`src/rtl/demux_4_32_buf_pkg.sv`:
```
// Shared constants and helpers for the 4-way buffered demultiplexer.
package demux_4_32_buf_pkg;

    localparam int WIDTH_DEFAULT = 32;
    localparam int DEPTH_DEFAULT = 2;
    localparam int N_CH          = 4;
    localparam int SEL_W         = 2;

    // One-hot destination mask for a channel index.
    function automatic logic [N_CH-1:0] chan_decode(input logic [SEL_W-1:0] sel);
        logic [N_CH-1:0] mask;
        mask      = '0;
        mask[sel] = 1'b1;
        return mask;
    endfunction

endpackage

```
`src/rtl/demux_4_32_buf_chan_fifo.sv`:
```
// Per-channel FIFO: DEPTH words, power-of-two depth so the pointers wrap
// naturally. Only control state is reset; the storage array is not.
module demux_chan_fifo
    import demux_4_32_buf_pkg::*;
#(
    parameter  int WIDTH = WIDTH_DEFAULT,
    parameter  int DEPTH = DEPTH_DEFAULT,
    localparam int PTR_W = $clog2(DEPTH),
    localparam int CNT_W = $clog2(DEPTH + 1)
) (
    input  logic             clock,
    input  logic             reset,
    input  logic             push,
    input  logic [WIDTH-1:0] push_data,
    input  logic             pop,
    output logic [CNT_W-1:0] count,
    output logic [WIDTH-1:0] head,
    output logic             full,
    output logic             empty
);

    logic [WIDTH-1:0] mem_q [DEPTH];
    logic [PTR_W-1:0] rd_ptr_q, rd_ptr_d;
    logic [PTR_W-1:0] wr_ptr_q, wr_ptr_d;
    logic [CNT_W-1:0] count_q, count_d;
    logic             do_push;
    logic             do_pop;

    assign full  = (count_q == CNT_W'(DEPTH));
    assign empty = (count_q == '0);
    assign count = count_q;
    assign head  = mem_q[rd_ptr_q];

    // Next-state for pointers and occupancy; a push into a full FIFO or a pop
    // from an empty one is dropped here so the count can never leave 0..DEPTH.
    always_comb begin
        do_push  = push & ~full;
        do_pop   = pop & ~empty;
        rd_ptr_d = rd_ptr_q;
        wr_ptr_d = wr_ptr_q;
        count_d  = count_q;
        if (do_push) begin
            wr_ptr_d = wr_ptr_q + PTR_W'(1);
        end
        if (do_pop) begin
            rd_ptr_d = rd_ptr_q + PTR_W'(1);
        end
        case ({do_push, do_pop})
            2'b10:   count_d = count_q + CNT_W'(1);
            2'b01:   count_d = count_q - CNT_W'(1);
            default: count_d = count_q;
        endcase
    end

    // Control registers; reset wins over any push or pop in the same cycle.
    always_ff @(posedge clock) begin
        if (reset) begin
            rd_ptr_q <= '0;
            wr_ptr_q <= '0;
            count_q  <= '0;
        end else begin
            rd_ptr_q <= rd_ptr_d;
            wr_ptr_q <= wr_ptr_d;
            count_q  <= count_d;
        end
    end

    // Storage write; contents are don't-care until the count says otherwise.
    always_ff @(posedge clock) begin
        if (do_push && !reset) begin
            mem_q[wr_ptr_q] <= push_data;
        end
    end

endmodule

```
`src/rtl/demux_4_32_buf.sv`:
```
// Buffered 1-to-4 demultiplexer: each accepted word goes into the FIFO of
// the selected channel; each channel drains independently through its own
// valid/ready handshake. DEPTH must be a power of two, at least 2.
module demux_4_32_buf
    import demux_4_32_buf_pkg::*;
#(
    parameter int WIDTH = WIDTH_DEFAULT,
    parameter int DEPTH = DEPTH_DEFAULT
) (
    input  logic             clock,
    input  logic             reset,
    input  logic [WIDTH-1:0] data_in,
    input  logic [1:0]       select,
    input  logic             enable,
    input  logic             in_valid,
    output logic             in_ready,
    output logic [WIDTH-1:0] data_0,
    output logic [WIDTH-1:0] data_1,
    output logic [WIDTH-1:0] data_2,
    output logic [WIDTH-1:0] data_3,
    output logic             valid_0,
    output logic             valid_1,
    output logic             valid_2,
    output logic             valid_3,
    input  logic             ready_0,
    input  logic             ready_1,
    input  logic             ready_2,
    input  logic             ready_3
);

    localparam int CNT_W = $clog2(DEPTH + 1);

    logic [N_CH-1:0]  ready_w;
    logic [N_CH-1:0]  push_w;
    logic [N_CH-1:0]  pop_w;
    logic [N_CH-1:0]  full_w;
    logic [N_CH-1:0]  empty_w;
    logic [N_CH-1:0]  valid_w;
    logic [WIDTH-1:0] head_w  [N_CH];
    logic [WIDTH-1:0] data_w  [N_CH];
    logic [CNT_W-1:0] count_w [N_CH];

    assign ready_w = {ready_3, ready_2, ready_1, ready_0};

    // Accept decision depends only on registered occupancy, never on ready_k.
    // Held low during reset so nothing is offered as accepted in that cycle.
    always_comb begin
        in_ready = enable & ~reset & ~full_w[select];
        push_w   = (in_valid & in_ready) ? chan_decode(select) : '0;
        pop_w    = valid_w & ready_w;
    end

    for (genvar k = 0; k < N_CH; k++) begin : g_chan
        demux_chan_fifo #(
            .WIDTH (WIDTH),
            .DEPTH (DEPTH)
        ) u_fifo (
            .clock     (clock),
            .reset     (reset),
            .push      (push_w[k]),
            .push_data (data_in),
            .pop       (pop_w[k]),
            .count     (count_w[k]),
            .head      (head_w[k]),
            .full      (full_w[k]),
            .empty     (empty_w[k])
        );

        // Head word is forced to zero whenever the channel is empty.
        assign valid_w[k] = (count_w[k] != '0);
        assign data_w[k]  = empty_w[k] ? '0 : head_w[k];
    end

    assign data_0  = data_w[0];
    assign data_1  = data_w[1];
    assign data_2  = data_w[2];
    assign data_3  = data_w[3];
    assign valid_0 = valid_w[0];
    assign valid_1 = valid_w[1];
    assign valid_2 = valid_w[2];
    assign valid_3 = valid_w[3];

endmodule

```
`config.mk`:
```
export PLATFORM = sky130hd
export DESIGN_NAME = demux_4_32_buf
export DESIGN_NICKNAME = d
export VERILOG_FILES = /design/src/rtl/demux_4_32_buf_pkg.sv /design/src/rtl/demux_4_32_buf_chan_fifo.sv /design/src/rtl/demux_4_32_buf.sv
export SDC_FILE = /design/constraint.sdc
export NUM_CORES = 1
export LEC_CHECK = 0
export ABC_AREA = 1
export CAP_MARGIN = 20
export CORE_MARGIN = 8
export CORE_UTILIZATION = 24
export CTS_BUF_LIST = sky130_fd_sc_hd__clkbuf_16
export DETAILED_ROUTE_END_ITERATION = 6
export SLEW_MARGIN = 20
export SYNTH_ARGS = -nofsm -noshare
export SYNTH_HDL_FRONTEND = slang
export SYNTH_SLANG_ARGS = --single-unit
```
`constraint.sdc`:
```
create_clock -name clock -period 3.2 [get_ports clock]
set_clock_uncertainty 0.2 [all_clocks]
set_input_delay 0.32 -clock clock [delete_from_list [all_inputs] [get_ports clock]]
set_output_delay 0.32 -clock clock [all_outputs]
set_load 0.01 [all_outputs]
```
==> flow_summary.json <==
{
  "grt_max_degree": 33,
  "netlist_area_sq_mm": 0.0105,
  "cts.sinks": 276,
  "ctsHoldBuffers": 0,
  "arrival_ns": 2.45,
  "fmax_mhz": 337,
  "place_congestion": 0.767,
  "grt_util_met3_pct": 2.47,
  "multi_input_area_sq_mm": 0.00219,
  "synth.distinct_cells": 23,
  "clockBufferDepth": 3,
  "hpwl_um": 22000,
  "final_antenna_net_count": 0,
  "drv_slew": 0,
  "drt_first_iter_violations": 415,
  "grt_first_pass_wirelength_um": 45200,
  "cts_buffers": 29,
  "portBuffers": 174,
  "syn_to_final_growth_pct": 33.1,
  "start_kind": "flop",
  "synthCells": 824,
  "maxSlewHeadroom_pct": 53.6,
  "max-cap-violations": 0,
  "cts.clk_slew.worst_paths_ns": 0.06,
  "wl_per_cell_um": 19.2,
  "grt_pass1_vias": 6819,
  "core_area_sq_mm": 0.0432,
  "worst_pin_slew_ns": 0.694,
  "grt_busiest_layer": "met2",
  "tns_ns": 0,
  "synth_nets": 870,
  "root_buffer": "clkbuf_16",
  "routed_wl_um": 31000,
  "fin_crit_ns": 2.97,
  "grtUsageMet2_pct": 21.1,
  "globalRouteMet1Util_pct": 14.9,
  "diodes": 0,
  "die_width_um": 225,
  "clk_latency_ns": 0.54,
  "ios": 175,
  "postCtsSetupBuffers": 0,
  "outcome": "completed",
  "grt.total_usage_pct": 11.9,
  "regArea_sq_mm": 0.00809,
  "power_density_mw_per_mm2": 544,
  "p_leak_uw": 0.00483,
  "synth_warnings": 0,
  "final_nets": 1057,
  "crit_type": "flop to output pin",
  "placed_cell_area_sq_mm": 0.0131,
  "yosysSeqAreaShare_pct": 76.9,
  "dr.pass1.iters": 5,
  "design_area_sq_mm": 0.0140,
  "rsz0062_at_grt": "no",
  "rows": 76,
  "drive_gt1_share_pct": 9.13,
  "cts_max_level": 1,
  "drcViolationCount": 0,
  "final_common_cell": "nand2_1",
  "layout_common_cells": "nand2_1 (275), edfxtp_1 (256), clkdlybuf4s50_1 (174)",
  "die_area_sq_mm": 0.0508,
  "tritoncts": "done",
  "endpoint_kind": "output pin",
  "ys_ff_latch": 276,
  "worstPathMaxFanout": 18,
  "syn_area_per_cell_sq_um": 12.8,
  "hold_viol": 0,
  "fp.dieH_um": 225,
  "floorplan.initialDensity_pct": 24.4,
  "cp.required_ns": 2.68,
  "hold_class": "flop to flop",
  "vias": 6830,
  "fill_cells": 4338,
  "cts_resized": 0,
  "grt_remaining_overflow": 0,
  "ir_worst_vdd_v": 0.000375,
  "post-route-period-util_pct": 92.9,
  "antenna_found_initial": 0,
  "vias_per_cell": 4.23,
  "setup_violations": 0
}
-- report_power, final --
group	leakage, uW	switching [uW]	internal (uW)
Clock	0.000442	1320	1720
Combinational	0.00192	353	235
Sequential	0.00247	18.4	3980
-- worst paths after layout --
check	startpoint	end	slack, ns	depth (start not counted)
setup / recovery	flop	data_1[12]	0.23	5
hold / removal	g_chan[0].u_fifo.rd_ptr_q	flop	0.25	1
setup reg to reg	g_chan[0].u_fifo.count[0]	g_chan[0].u_fifo.count[1]	0.84	9
hold reg to reg	g_chan[0].u_fifo.rd_ptr_q	flop	0.25	1
-- state kept, by name, summed over array words and instances, names as in the netlist, named ones only --
register	cells
g_chan.u_fifo.mem_q	256
g_chan.u_fifo.wr_ptr_q	4
g_chan.u_fifo.rd_ptr_q	4
g_chan.u_fifo.count	8
-- cell families (layout without fill, tap and decap cells) --
logic type      Yosys count  after routing  share of synthesized area (%)
xor+xnor                  3              3                          0.250
fa+ha+maj                 4              4                          0.476
simple gates            314            314                           12.0
buf+inv                  71            277                           2.80
compound gates          156            156                           7.55
flops                   276            276                           76.9
-- area by class of cell --
cell class,count,share of cell area (%)
timing repair buffer,198,14.4
clock inverter,21,0.929
clock buffer,29,5.18
tap,585,5.23
inverter,29,0.813
multi-input combinational,477,15.6
sequential,276,57.8
-- through the flow --
stage                     std cells  hold slack (ns)  total power [uW]  setup WS (ns)  util, %
after floorplan                 824            0.219              4290          0.345        -
after CTS                      1615            0.252              7700          0.167     32.4
after global routing           1615            0.266              7880         0.0507     32.4
after global placement         1565            0.235              4670          0.641     30.5
after detailed placement       1565            0.241              4680          0.603     30.5
final                          1615            0.249              7620          0.229     32.4
-- Yosys cell counts (all sizes together) --
| cell type | count | area [sq um] |
|---|---|---|
| inv | 29 | 114 |
| edfxtp | 256 | 7690 |
| buf | 13 | 71.3 |
| clkbuf | 29 | 109 |
| and3 | 1 | 6.26 |
| nand3 | 1 | 5.00 |
| dfxtp | 20 | 400 |
| ha | 4 | 50.1 |
| o21bai | 1 | 18.8 |
| nand2 | 277 | 1040 |
| o21ai | 11 | 55.1 |
| nand4 | 8 | 75.1 |
| a21oi | 144 | 721 |
| xor2 | 3 | 26.3 |
| nor2 | 26 | 130 |
| nor3 | 1 | 5.00 |
-- worst max-delay path, stage by stage (launching register included) --
cell and delay (ns):
dfxtp_2 0.33, clkinv_1 0.45, buf_4 0.40, nand2_1 0.07, a21oi_1 0.11, clkdlybuf4s50_1 0.53
-- layer usage --
metal	part of all wire, %	wire [um]
met1	42	13100
met2	50	15500
met4	1.6	501
met5	0	0
met3	6.2	1930
(Power assumes the default switching activity.)
